File: src/rtl/hazard_ctrl_pkg.sv
// Shared types and constants for the pipeline hazard controller.
package hazard_pkg;

    typedef enum logic [1:0] {
        RUN     = 2'b00,
        WAIT    = 2'b01,
        ABANDON = 2'b10
    } ctrl_state_e;

    typedef enum logic [1:0] {
        FWD_RF = 2'b00,
        FWD_W  = 2'b01,
        FWD_M  = 2'b10
    } fwd_sel_e;

    localparam logic [1:0] WB_LOAD = 2'b01;

    // A producer only matters if it really writes a non-x0 register the consumer reads.
    function automatic logic reg_match(input logic [4:0] rd, input logic wren,
                                       input logic [4:0] rs);
        return wren && (rd != 5'd0) && (rd == rs);
    endfunction

endpackage

File: src/rtl/hazard_ctrl_fwd_unit.sv
// Forwarding compare for one EX operand; the younger M result beats the W result.
module fwd_unit
    import hazard_pkg::*;
(
    input  logic [4:0] i_rs,
    input  logic [4:0] i_rd_M,
    input  logic       i_rd_wren_M,
    input  logic [4:0] i_rd_W,
    input  logic       i_rd_wren_W,
    output logic [1:0] o_fwd
);

    fwd_sel_e w_sel;

    always_comb begin
        w_sel = FWD_RF;
        if (reg_match(i_rd_M, i_rd_wren_M, i_rs)) begin
            w_sel = FWD_M;
        end else if (reg_match(i_rd_W, i_rd_wren_W, i_rs)) begin
            w_sel = FWD_W;
        end
    end

    assign o_fwd = w_sel;

endmodule

File: src/rtl/hazard_ctrl.sv
// Forwarding, stall and flush control for the 5-stage core, including data-memory wait/timeout.
// Optional performance counters are built when HAZARD_PERF_CNT_EN is defined.
module hazard_ctrl
    import hazard_pkg::*;
#(
    parameter int MEM_TIMEOUT = 64,
    parameter int CNT_W       = 16
) (
    input  logic             clk,
    input  logic             rst,
    input  logic [4:0]       rs1_D,
    input  logic [4:0]       rs2_D,
    input  logic [4:0]       rs1_E,
    input  logic [4:0]       rs2_E,
    input  logic [4:0]       rd_E,
    input  logic             rd_wren_E,
    input  logic [1:0]       wb_sel_E,
    input  logic [4:0]       rd_M,
    input  logic             rd_wren_M,
    input  logic [4:0]       rd_W,
    input  logic             rd_wren_W,
    input  logic             br_taken_E,
    input  logic             mem_req_M,
    input  logic             mem_ack,
    output logic [1:0]       fwd_a_E,
    output logic [1:0]       fwd_b_E,
    output logic             stall_F,
    output logic             stall_D,
    output logic             stall_E,
    output logic             stall_M,
    output logic             flush_D,
    output logic             flush_E,
    output logic             bubble_W,
    output logic             mem_err
`ifdef HAZARD_PERF_CNT_EN
    ,
    output logic [CNT_W-1:0] stall_cycles,
    output logic [CNT_W-1:0] flush_count
`endif
);

    localparam logic [15:0] LAST_CNT = 16'(MEM_TIMEOUT - 1);

    generate
        if (MEM_TIMEOUT < 2 || MEM_TIMEOUT > 65535 || CNT_W < 1) begin : g_bad_param
            $error("hazard_ctrl: illegal MEM_TIMEOUT or CNT_W");
        end
    endgenerate

    ctrl_state_e r_state;
    logic [15:0] r_wait_cnt;
    logic        r_mem_err;

    logic [4:0]  w_rs_E  [2];
    logic [1:0]  w_fwd   [2];
    logic        w_load_use;
    logic        w_mem_wait;

    assign w_rs_E[0] = rs1_E;
    assign w_rs_E[1] = rs2_E;

    generate
        for (genvar gi = 0; gi < 2; gi++) begin : g_fwd
            fwd_unit u_fwd (
                .i_rs        (w_rs_E[gi]),
                .i_rd_M      (rd_M),
                .i_rd_wren_M (rd_wren_M),
                .i_rd_W      (rd_W),
                .i_rd_wren_W (rd_wren_W),
                .o_fwd       (w_fwd[gi])
            );
        end
    endgenerate

    assign fwd_a_E = rst ? FWD_RF : w_fwd[0];
    assign fwd_b_E = rst ? FWD_RF : w_fwd[1];

    assign w_load_use = (wb_sel_E == WB_LOAD) && rd_wren_E && (rd_E != 5'd0) &&
                        ((rd_E == rs1_D) || (rd_E == rs2_D));

    // The abandon cycle lets the stuck access drain through with whatever M holds.
    assign w_mem_wait = mem_req_M && !mem_ack && (r_state != ABANDON);

    always_comb begin
        stall_F  = 1'b0;
        stall_D  = 1'b0;
        stall_E  = 1'b0;
        stall_M  = 1'b0;
        flush_D  = 1'b0;
        flush_E  = 1'b0;
        bubble_W = 1'b0;
        if (!rst) begin
            if (w_mem_wait) begin
                stall_F  = 1'b1;
                stall_D  = 1'b1;
                stall_E  = 1'b1;
                stall_M  = 1'b1;
                bubble_W = 1'b1;
            end else if (br_taken_E) begin
                flush_D = 1'b1;
                flush_E = 1'b1;
            end else if (w_load_use) begin
                stall_F = 1'b1;
                stall_D = 1'b1;
                flush_E = 1'b1;
            end
        end
    end

    always_ff @(posedge clk) begin
        if (rst) begin
            r_state    <= RUN;
            r_wait_cnt <= 16'd0;
            r_mem_err  <= 1'b0;
        end else begin
            case (r_state)
                RUN: begin
                    if (w_mem_wait) begin
                        r_state    <= WAIT;
                        r_wait_cnt <= 16'd1;
                    end
                end
                WAIT: begin
                    if (mem_ack) begin
                        r_state    <= RUN;
                        r_wait_cnt <= 16'd0;
                    end else if (r_wait_cnt == LAST_CNT) begin
                        r_state    <= ABANDON;
                        r_wait_cnt <= 16'd0;
                        r_mem_err  <= 1'b1;
                    end else begin
                        r_wait_cnt <= r_wait_cnt + 16'd1;
                    end
                end
                default: begin
                    r_state    <= RUN;
                    r_wait_cnt <= 16'd0;
                end
            endcase
        end
    end

    assign mem_err = r_mem_err;

`ifdef HAZARD_PERF_CNT_EN
    logic [CNT_W-1:0] r_stall_cycles;
    logic [CNT_W-1:0] r_flush_count;

    always_ff @(posedge clk) begin
        if (rst) begin
            r_stall_cycles <= '0;
            r_flush_count  <= '0;
        end else begin
            if (stall_F && (r_stall_cycles != {CNT_W{1'b1}})) begin
                r_stall_cycles <= r_stall_cycles + 1'b1;
            end
            if (flush_D && (r_flush_count != {CNT_W{1'b1}})) begin
                r_flush_count <= r_flush_count + 1'b1;
            end
        end
    end

    assign stall_cycles = r_stall_cycles;
    assign flush_count  = r_flush_count;
`endif

endmodule

File: config.mk
export PLATFORM = sky130hd
export DESIGN_NAME = hazard_ctrl
export DESIGN_NICKNAME = d
export VERILOG_FILES = /design/src/rtl/hazard_ctrl_pkg.sv /design/src/rtl/hazard_ctrl_fwd_unit.sv /design/src/rtl/hazard_ctrl.sv
export SDC_FILE = /design/constraint.sdc
export NUM_CORES = 1
export LEC_CHECK = 0
export ABC_CLOCK_PERIOD_IN_PS = 1800
export CAP_MARGIN = 30
export CORE_MARGIN = 2
export CORE_UTILIZATION = 35
export CTS_CLUSTER_DIAMETER = 80
export DETAILED_ROUTE_END_ITERATION = 10
export PLACE_DENSITY = 0.75
export RECOVER_POWER = 50
export SYNTH_ARGS = -nofsm -noshare
export SYNTH_HDL_FRONTEND = slang
export SYNTH_HIERARCHICAL = 1
export SYNTH_SLANG_ARGS = --single-unit
File: constraint.sdc
create_clock -name clk -period 1.8 [get_ports clk]
set_input_delay 0.18 -clock clk [delete_from_list [all_inputs] [get_ports clk]]
set_output_delay 0.18 -clock clk [all_outputs]
set_load 0.005 [all_outputs]
### Yosys cells after proc, flatten, opt, wreduce, memory -nomap -nowiden

Cells that the tools add are included.

* logic and storage cells: 62
* bits of input ports: 45
* bits in registers: 19
* output and inout port bits: 12

* equal/unequal tests: 12
* reduce and logical (&&, ||, !) cells: 19
* multiplexer cells: 26
* $add $sub $neg: 1
* bitwise gates (word level): 1

Operators with widths (count)
* two-way mux 16 bit: 3
* case mux 16 bit (2 select lines): 1
* equality test 5 bit: 6
* adder 16 x 1 -> 16 bit, second input constant: 1
* equality test 16 x 6 -> 1 bit, second input constant: 1
* nonzero test 5 bit: 3
* two-way mux 1 bit: 14
* two-way mux 2 bit: 7
* logical AND 1 bit: 11
* equality test 2 x 1 -> 1 bit, second input constant: 2
* != test 2 bit, second input constant: 2
* case mux 2 bit (2 select lines): 1
* != test 3 bit, second input constant: 1
* AND reduction 3 bit: 1
* logical NOT 2 bit: 1
* AND reduction 2 bit: 1
* logical NOT 1 bit: 1
* logical OR 1 bit: 1
* inverter 1 bit: 1

### Longest topological paths before layout

Gate-level depths: netlist of run 1.

* depth after elaboration: 8
* depth in mapped cells: 6
* gate-level depth less buffers: 5

### By module

Netlist of run 1, hierarchy kept.

By module, submodules not included
* hazard_ctrl: times used 1, cells an instance 160, area each 1246.2 sq um, seq. area each 380.4 sq um
* fwd_unit: times used 2, cells an instance 20, area each 151.4 sq um, seq. area each 0.0 sq um

### Least setup slack after synthesis of run 1

Ideal clock, no wire load.

* path kind: register to register
* from: register r_wait_cnt[2]
* to: register r_wait_cnt[15]
* library setup time: 80 ps
* data arrival time: 1640 ps
* stages on the path, launching flop included: 5
* path slack: 79 ps
* clock period less this slack: 1721 ps
* path buffers: 0
* data required time: 1720 ps
* cell sequence: dfxtp_1 > nand3_2 > a2111o_1 > or4_4 > a211oi_2

* word-level cells in the longest chain between the ends: 4
* elaborated cells on any way between the ends: 5
* those cells by class: add/sub: 1; eq/ne: 1; mux: 3

RTL lines
* start, declared: RTL line hazard_ctrl.sv:51 `logic [15:0] r_wait_cnt;`
* start signal, assigned: RTL line hazard_ctrl.sv:132 `r_wait_cnt <= r_wait_cnt + 16'd1;`
* adder 16 x 1 -> 16 bit or equality test 16 x 6 -> 1 bit (tied branches): RTL line hazard_ctrl.sv:132, hazard_ctrl.sv:127
* two-way mux 16 bit *: RTL line hazard_ctrl.sv:127 `end else if (r_wait_cnt == LAST_CNT) begin`
* two-way mux 16 bit *: RTL line hazard_ctrl.sv:124 `if (mem_ack) begin`
* case mux 16 bit (2 select lines) *: RTL line hazard_ctrl.sv:116 `case (r_state)`

Mark *: on every way between the ends. The rest lies on a longest branch, timed or not.
A chain may end at the register's enable or synchronous reset.

### Final worst setup path of run 1

* from: register r_wait_cnt[0]
* to: register r_wait_cnt[7]

The elaborated chain is that of the path after synthesis.

==> impl_metrics.py, run 1 <==
metrics = {
    "run_status": {
        "outcome": "finished, final reports clean",
    },
    "setup_path": {
        "end_kind": "flip-flop",
        "crit_path_start_kind": "flip-flop",
        "cp_slowest_cell": "or4b_1",
        "r2r-start": "r_wait_cnt[0]$_SDFFE_PP0P_",
        "path_class": "flip-flop to flip-flop",
        "crit_required_ps": 1990,
        "timing.rr.end": "r_wait_cnt[7]$_SDFFE_PP0P_",
        "crit_family": "simple AND/OR/NAND/NOR gates",
        "rrSetupSlack_ps": 50,
        "reg2reg_depth": 6,
        "path_cells": "ha_1 > and3_2 > nand4_1 > buf_6 > or4b_1 > a31oi_1",
        "worstPathArrival_ps": 1930,
        "worst-path-buf-inv": 1,
        "crit_fanout": 4,
        "critPathMaxStageDelay_ps": 440,
    },
    "cells_and_area": {
        "multi_input_area_um2": 1180,
        "fillers": 393,
        "ff_latch_area_um2": 387,
        "area_growth_pct": 58.8,
        "drive_gt1_frac": 0.250,
        "antenna_cells": 0,
        "fin_nets": 331,
    },
    "timing": {
        "setup-tns-final_ps": 0,
        "fmax_ghz": 0.572,
        "finClkSkew_ps": 3.91,
        "timing.hold.ws_ps": 452,
        "post-route-min-period_ps": 1750,
        "worst_pin_slew_ps": 536,
        "setup_viol": 0,
        "slew_violations": 0,
        "rsz0062_at_grt": "yes",
        "finalHoldViolations": 0,
        "finalCritPeriodShare": 0.972,
        "relSlewSlack": 0.643,
    },
    "synth": {
        "netlist_instances": 200,
        "seq_area_frac_synth": 0.246,
        "ys_types": 42,
        "yosys-top-cells-area": "dfxtp_1 25%, xor2_1 9.6%, xnor2_1 5.7%",
        "avgSynthCellArea_um2": 7.74,
        "yosys.area.top_type_share": 0.246,
        "synthesis.area_um2": 1550,
        "synth_area_leader_cell": "dfxtp_1",
        "synth-seq-cells": 19,
        "ys_warn_count": 6,
        "syn-num-nets": 246,
    },
    "floorplanning": {
        "io_pins": 57,
        "start_util": 0.361,
        "die_width_um": 70.5,
        "core_area_um2": 4290,
        "die_area_um2": 4970,
        "rows": 24,
        "fp.dieH_um": 70.5,
    },
    "power_and_ir_drop": {
        "pwr_density_cell_nw_per_um2": 416,
        "power_frac_clock": 0.290,
        "switching_share": 0.272,
        "vdd_drop_max_uv": 260,
        "power_frac_comb": 0.290,
        "p_int_mw": 0.746,
        "seqPwrFrac": 0.420,
        "leakage_nw": 0.961,
        "switchingPower_mw": 0.278,
    },
    "clock_tree": {
        "clk_latency_ps": 260,
        "clock-sinks": 19,
        "root_buffer": "clkbuf_8",
        "cts_tree": "built",
        "htreeDepth": 1,
        "cts.clk_slew.worst_paths_ps": 70,
        "cts_hold_buf": 0,
        "tritoncts.num_buffers": 3,
        "cts_buffer_depth": 2,
    },
    "worst_hold_path": {
        "min_from": "mem_err$_SDFFE_PP0P_",
        "min_path_type": "flip-flop to flip-flop",
        "hold_depth": 2,
        "hold_path_end": "mem_err$_SDFFE_PP0P_",
    },
    "global_routing": {
        "antenna_found_initial": 0,
        "grt.overflow.total": 0,
        "grt_pass1_vias": 1754,
        "grt_max_degree": 22,
        "grt_pass1_wl_um": 8060,
        "grt_use_total": 0.197,
    },
    "run": {
        "drv_cap": 0,
    },
    "placement": {
        "hpwlAfterDp_um": 3770,
        "portBuffers": 56,
        "gp_congestion": 0.857,
    },
    "route": {
        "dr.pass1.iters": 4,
        "drt-initial-drc-count": 85,
        "viasPerCell": 5.56,
        "drc": 0,
        "wire_per_inst_um": 14.9,
        "postRouteAntennaNets": 0,
        "finalWirelength_um": 4990,
        "vias": 1868,
    },
}
## sequential cells by signal (all words and copies together) (netlist names)
signal and cells:
r_wait_cnt 16, r_state 2, mem_err 1
## metrics by stage
step | std cells | utilization | setup slack [ps] | instance area (um2) | power (mW)
after detailed placement | 328 | 0.548 | -423 | 2350 | 0.738
after global routing | 336 | 0.573 | -39.3 | 2460 | 1.08
after floorplan | 200 | - | 79.3 | 1550 | 0.553
final | 336 | 0.573 | 50.8 | 2460 | 1.02
after CTS | 335 | 0.568 | -10.5 | 2440 | 1.02
after global placement | 328 | 0.548 | -339 | 2350 | 0.734
## routing by layer
layer	GRT usage	share of wire	up-vias
li1	-	-	913
met1	0.258	0.45	870
met2	0.336	0.47	78
met3	0.0245	0.068	7
met4	0.0598	0.013	0
met5	0	0	-
## worst reg2reg max path: stages, from the launching register on
cell and delay (ps):
dfxtp_2 340, ha_1 240, and3_2 240, nand4_1 130
buf_6 120, or4b_1 440, a31oi_1 180
## cell type report
| cell class | count | area share |
|---|---|---|
| multi-input combinational | 167 | 0.479 |
| inverter | 4 | 0.00610 |
| timing repair buffer | 90 | 0.313 |
| tap | 52 | 0.0264 |
| sequential | 19 | 0.157 |
| clock buffer | 4 | 0.0183 |
## cell usage in the layout, fill, tap and decap left out, types with 9 or more instances in the layout
cell and count:
buf_4 33, clkdlybuf4s50_1 22, dfxtp_1 14, dlygate4sd2_1 24, nand2_1 15, nand3_1 10, nor2_1 13, nor3_1 12
o21ai_0 9, xor2_1 17
## kinds of logic (layout without fill, tap and decap cells)
| kind of cell | count (synthesis) | after routing | share of synthesized area |
|---|---|---|---|
| AOI/OAI and AO/OA | 45 | 46 | 0.212 |
| xor gates and xnor gates | 27 | 27 | 0.153 |
| DFF | 19 | 19 | 0.246 |
| adders and majority gates | 1 | 1 | 0.00808 |
| buffers and inverters | 15 | 98 | 0.0436 |
| and+or+nand+nor | 93 | 93 | 0.338 |
## synthesized netlist by cell type
library cell  instances
and2b_2               1
nand3_2               1
or4_1                 1
xor2_1               17
inv_1                 4
nor3_2                2
nor2b_1               7
a2111o_1              1
nor2_1               13
nand2b_1              2
buf_4                 3
clkbuf_1              8
a211o_1               1
or4_4                 1
or3b_2                1
a32oi_1               1
a22oi_1               2
nor4_1                6
nand3_1              10
xnor2_1              10
and2_1                1
o21bai_1              2
a211oi_2              3
nor3b_1               1
a211oi_1              9
or4b_1                1
ha_1                  1
dfxtp_1              19
nand2_1              15
a21oi_1              10
a31oi_1               3
o21ai_0               9
nor3_1               12
o31ai_1               1
nand4b_1              1
and3_2                1
or3_1                 7
nand4_1               6
o41ai_2               2
nor4bb_1              1
and4_1                2
o211a_1               1
## worst max path at each step
stage / from / end / slack (ps) / cells past startpoint
final: r_wait_cnt[0]$_SDFFE_PP0P_ / r_wait_cnt[7]$_SDFFE_PP0P_ / 50 / 6
after global routing: rd_W[3] / fwd_a_E[0] / -40 / 7
after CTS: rs1_E[4] / fwd_a_E[0] / -10 / 8
after detailed placement: rd_M[0] / fwd_b_E[0] / -420 / 6
after global placement: rd_M[0] / fwd_b_E[1] / -340 / 7
after floorplan: r_wait_cnt[2]$_SDFFE_PP0P_ / r_wait_cnt[15]$_SDFFE_PP0P_ / 80 / 4
## timing repair
action                     CTS  global route
pin swaps                   12             7
setup endpoints to repair   20            12
gates cloned                 1             0
hold endpoints to repair     0             0
setup buffers                2             1
gates resized for setup     45            22
## power groups by stage
stage	sequential, mW	combinational, mW	clock (mW)
floorplan	0.437	0.116	0
global placement	0.438	0.296	0
detailed placement	0.438	0.300	0
CTS	0.428	0.293	0.303
global route	0.430	0.322	0.326
finish	0.429	0.297	0.297
Note: power is estimated with default switching activity, not from simulation.
==> inputs of run 2 (changes only) <==
- TNS_END_PERCENT: unset -> 30
==> run 2 against run 1 <==
Compared with the run above:
- the flow now finishes with violations (negative setup slack)
- fmax decreased by 5.8%
- combinational power about the same
- non-clock buffer count decreased by 1
- register-to-register slack got worse by 70 ps
- sequential power about the same
- utilization decreased by 0.26 points
- die area unchanged
- critical path depth increased by 1
- setup slack got worse by 110 ps
==> impl_metrics.py, run 2 (synthesized netlist as in run 1, its figures left out) <==
metrics = {
    "global_routing": {
        "grt_use_total": 0.191,
        "grt_pass1_vias": 1708,
        "grt.overflow.total": 0,
        "grt_pass1_wl_um": 7810,
        "antenna_found_initial": 0,
        "grt_max_degree": 22,
    },
    "power_and_ir_drop": {
        "pwr_density_cell_nw_per_um2": 418,
        "totalPowerFinal_mw": 1.02,
        "leakage_nw": 0.972,
        "vdd_drop_max_uv": 283,
    },
    "setup_path": {
        "crit_fanout": 3,
        "crit_path_start_kind": "primary input",
        "r2r-start": "r_wait_cnt[0]$_SDFFE_PP0P_",
        "reg2reg_depth": 6,
        "crit_required_ps": 1620,
        "timing.rr.end": "r_wait_cnt[7]$_SDFFE_PP0P_",
        "end_kind": "output pin",
        "path_class": "primary input to output pin",
        "worstPathArrival_ps": 1680,
        "rrSetupSlack_ps": -20,
    },
    "placement": {
        "placed_area_um2": 2350,
        "hpwlAfterDp_um": 3770,
        "place_inst": 328,
        "gp_congestion": 0.857,
        "portBuffers": 56,
        "pre_cts_ws_ps": -423,
    },
    "cells_and_area": {
        "area_growth_pct": 58.1,
        "final_cell_mix": "30 x buf_4, 25 x clkdlybuf4s50_1, 19 x dlygate4sd2_1",
        "drive_gt1_frac": 0.245,
        "fillers": 399,
        "fin_util": 0.570,
        "largest_register_ff_count": 16,
        "antenna_cells": 0,
        "largest-register": "r_wait_cnt",
        "layout.cells.non_filler": 334,
        "final_area_um2": 2450,
        "mostFrequentLayoutCell": "buf_4",
        "fin_nets": 329,
    },
    "clock_tree": {
        "tritoncts.num_buffers": 3,
        "cts_tree": "built",
        "cts_hold_buf": 0,
        "clk_latency_ps": 260,
        "cts.clk_slew.worst_paths_ps": 70,
        "root_buffer": "clkbuf_8",
        "htreeDepth": 1,
        "clock-sinks": 19,
        "cts_buffer_depth": 2,
    },
    "route": {
        "drt-initial-drc-count": 68,
        "wire_per_inst_um": 14.3,
        "finalWirelength_um": 4780,
        "dr.pass1.iters": 5,
        "viasPerCell": 5.44,
        "vias": 1817,
        "drc": 0,
        "postRouteAntennaNets": 0,
    },
    "timing": {
        "finalCritPeriodShare": 1.03,
        "post-route-min-period_ps": 1860,
        "worst_pin_slew_ps": 596,
        "fin_ws_ps": -57.6,
        "fmax_ghz": 0.538,
        "setup_viol": 3,
        "finClkSkew_ps": 3.70,
        "relSlewSlack": 0.603,
        "finalHoldViolations": 0,
        "rsz0062_at_grt": "yes",
        "setup-tns-final_ps": -122,
        "slew_violations": 0,
        "timing.hold.ws_ps": 452,
    },
    "worst_hold_path": {
        "hold_depth": 2,
        "min_from": "mem_err$_SDFFE_PP0P_",
        "min_path_type": "flip-flop to flip-flop",
        "hold_path_end": "mem_err$_SDFFE_PP0P_",
    },
    "floorplanning": {
        "rows": 24,
        "core_area_um2": 4290,
        "die_width_um": 70.5,
        "fp.dieH_um": 70.5,
        "io_pins": 57,
        "start_util": 0.361,
        "die_area_um2": 4970,
    },
    "run_status": {
        "outcome": "finished with violations",
        "failed_checks": "negative setup slack",
    },
    "run": {
        "drv_cap": 0,
    },
}
[run 2: cell count changes in the layout (fill, tap and decap cells not counted), moves of 2 or more]
cell | previous run | this run
a211oi_1 | 7 | 3
a211oi_2 | 5 | 9
buf_4 | 33 | 30
clkbuf_2 | 4 | 6
clkdlybuf4s50_1 | 22 | 25
dfxtp_1 | 14 | 17
dfxtp_2 | 5 | 2
dlygate4sd2_1 | 24 | 19
dlymetal6s2s_1 | 1 | 4
[run 2: final cells by class]
type                       count  area (um2)  share of cell area
timing repair buffer          89         766               0.313
sequential                    19         383               0.156
clock buffer                   4        45.0              0.0184
inverter                       4        15.0             0.00613
tap                           52        65.1              0.0266
multi-input combinational    166        1170               0.480
[run 2: worst max-delay path by stage]
stage,start,cells past startpoint,end
6_report,mem_ack,7,flush_D
5_1_grt,r_state[1]$_SDFFE_PP0P_,6,flush_D
4_1_cts,mem_ack,8,flush_E
3_5_place_dp,rd_M[0],6,fwd_b_E[0]
3_3_place_gp,rd_M[0],7,fwd_b_E[1]
2_1_floorplan,r_wait_cnt[2]$_SDFFE_PP0P_,4,r_wait_cnt[15]$_SDFFE_PP0P_
[run 2: power by group]
| part | internal, mW | switching (mW) |
|---|---|---|
| Sequential | 0.425 | 0.00416 |
| Combinational | 0.163 | 0.134 |
| Clock | 0.157 | 0.142 |
| Total | 0.745 | 0.280 |
[run 2: worst max-delay path: stages]
cell and delay [ps]:
clkdlybuf4s50_1 470, buf_4 120, nor2b_4 40, a21oi_2 130, and2_4 160, buf_4 90
clkdlybuf4s50_1 490
[run 2: timing repair]
| action | in CTS | in global routing |
|---|---|---|
| pin swaps | 9 | 9 |
| setup endpoints to repair | 20 | 19 |
| gates resized for setup | 31 | 29 |
| setup buffers | 1 | 1 |
| cloned | 0 | 0 |
[run 2: routing by layer]
| layer | GRT usage | vias to the layer above | share of wire |
|---|---|---|---|
| li1 | - | 903 | - |
| met4 | 0.0470 | 0 | 0.0077 |
| met5 | 0 | - | 0 |
| met1 | 0.252 | 854 | 0.46 |
| met2 | 0.332 | 55 | 0.49 |
| met3 | 0.0202 | 5 | 0.045 |
==> inputs of run 3 (changes only) <==
- CORE_MARGIN: 2 -> 8
- CORE_UTILIZATION: 35 -> 40
- PLACE_DENSITY: 0.75 -> 0.83
==> run 3 against run 2 <==
Compared with the run above:
- the flow still finishes with violations (negative setup slack)
- critical path type is now primary input to flip-flop
- first-iteration DRC count up 5.9%
- non-clock buffer count is 4 higher
- count of clock-buffer cells in the layout shrank 1
- via count is 2.4% higher
- power is 3.6% higher
- final cell count unchanged
- highest routed layer unchanged
- combinational power up 7.7%
==> impl_metrics.py, run 3 (synthesized netlist as in run 1, its figures left out) <==
metrics = {
    "run_status": {
        "outcome": "finished with violations",
        "failed_checks": "negative setup slack",
    },
    "clock_tree": {
        "root_buffer": "clkbuf_8",
        "cts.clk_slew.worst_paths_ps": 80,
        "cts_hold_buf": 0,
        "htreeDepth": 1,
        "clk_latency_ps": 260,
        "clock-sinks": 19,
        "cts_buffer_depth": 2,
        "tritoncts.num_buffers": 3,
        "cts_tree": "built",
    },
    "timing": {
        "slew_violations": 0,
        "fin_ws_ps": -55.7,
        "setup-tns-final_ps": -73.2,
        "timing.hold.ws_ps": 451,
        "finalHoldViolations": 0,
        "finClkSkew_ps": 0.588,
        "post-route-min-period_ps": 1860,
        "rsz0062_at_grt": "yes",
        "setup_viol": 2,
        "finalCritPeriodShare": 1.03,
        "fmax_ghz": 0.539,
        "relSlewSlack": 0.652,
        "worst_pin_slew_ps": 522,
    },
    "cells_and_area": {
        "layout.cells.non_filler": 334,
        "largest_register_ff_count": 16,
        "ff_latch_area_um2": 382,
        "mostFrequentLayoutCell": "buf_4",
        "largest-register": "r_wait_cnt",
        "area_growth_pct": 62.5,
        "antenna_cells": 0,
        "multi_input_area_um2": 1190,
        "drive_gt1_frac": 0.252,
        "final_cell_mix": "35 x buf_4, 22 x clkdlybuf4s50_1, 22 x dlygate4sd2_1",
        "fin_nets": 333,
        "fillers": 307,
    },
    "route": {
        "postRouteAntennaNets": 0,
        "drc": 0,
        "drt-initial-drc-count": 72,
        "viasPerCell": 5.57,
        "wire_per_inst_um": 16.1,
        "dr.pass1.iters": 4,
        "finalWirelength_um": 5380,
        "vias": 1860,
    },
    "global_routing": {
        "grt_pass1_wl_um": 8380,
        "antenna_found_initial": 0,
        "grt_use_total": 0.164,
        "grt.overflow.total": 0,
        "grt_max_degree": 20,
        "grt_pass1_vias": 1746,
    },
    "floorplanning": {
        "rows": 22,
        "io_pins": 57,
        "core_area_um2": 3690,
        "die_width_um": 78.2,
        "die_area_um2": 6120,
        "start_util": 0.420,
        "fp.dieH_um": 78.2,
    },
    "placement": {
        "place_inst": 325,
        "portBuffers": 56,
        "hpwlAfterDp_um": 4010,
        "gp_congestion": 0.867,
        "pre_cts_ws_ps": -429,
    },
    "setup_path": {
        "crit_required_ps": 1990,
        "path_class": "primary input to flip-flop",
        "reg2reg_depth": 4,
        "end_kind": "flip-flop",
        "worstPathArrival_ps": 2050,
        "crit_fanout": 10,
        "rrSetupSlack_ps": -20,
        "crit_path_start_kind": "primary input",
    },
    "power_and_ir_drop": {
        "totalPowerFinal_mw": 1.06,
        "vdd_drop_max_uv": 452,
        "pwr_density_cell_nw_per_um2": 422,
        "leakage_nw": 1.00,
    },
    "worst_hold_path": {
        "min_path_type": "flip-flop to flip-flop",
        "hold_depth": 2,
    },
    "run": {
        "drv_cap": 0,
    },
}
[run 3: cell types whose count changed in the layout (fill, tap and decap cells not counted), sizes merged]
cell           before  now
buf                30   37
clkdlybuf4s50      25   22
clkdlybuf4s15       2    4
clkdlybuf4s25       1    2
clkbuf             11    4
clkinvlp            0    1
dlygate4sd2        19   22
[run 3: power breakdown]
part | internal [mW] | switching [mW] | leakage (nW)
Clock | 0.156 | 0.158 | 0.0217
Combinational | 0.173 | 0.147 | 0.829
Sequential | 0.424 | 0.00301 | 0.154
Total | 0.754 | 0.308 | 1.00
[run 3: layer usage]
metal / vias up / global-route usage / part of all wire
li1: 911 / - / -
met4: 0 / 0.0204 / 0.0069
met1: 874 / 0.205 / 0.44
met3: 6 / 0.0478 / 0.070
met2: 69 / 0.278 / 0.49
met5: - / 0 / 0
[run 3: worst paths after layout]
| path | start | end |
|---|---|---|
| min | mem_err$_SDFFE_PP0P_ | mem_err$_SDFFE_PP0P_ |
| max | mem_req_M | r_wait_cnt[15]$_SDFFE_PP0P_ |
| max reg2reg | r_wait_cnt[4]$_SDFFE_PP0P_ | r_wait_cnt[15]$_SDFFE_PP0P_ |
| min reg2reg | mem_err$_SDFFE_PP0P_ | mem_err$_SDFFE_PP0P_ |
[run 3: per-stage QoR]
stage / utilization / cell area [um2]
3_5_place_dp: 0.639 / 2360
4_1_cts: 0.661 / 2440
2_1_floorplan: - / 1550
6_report: 0.682 / 2520
3_3_place_gp: 0.639 / 2360
5_1_grt: 0.682 / 2520
[run 3: timing repair]
action                                  4_1_cts  5_1_grt
cloned                                        0        0
buffers inserted                              4        1
endpoints found under the setup margin       21       17
resized for setup                            43       19
pin swaps                                    14        5
[run 3: final cells by class]
class	count	share of cell area
Sequential cell	19	0.152
Clock buffer	3	0.0164
Timing Repair Buffer	93	0.326
Tap cell	48	0.0239
Multi-Input combinational cell	166	0.474
Inverter	4	0.00596
Clock inverter	1	0.00298
[run 3: critical path, cell delays in order]
cell	delay (ps)
clkdlybuf4s50_1	500
nand2b_1	110
a2111o_1	520
or4_4	520
a211oi_2	210
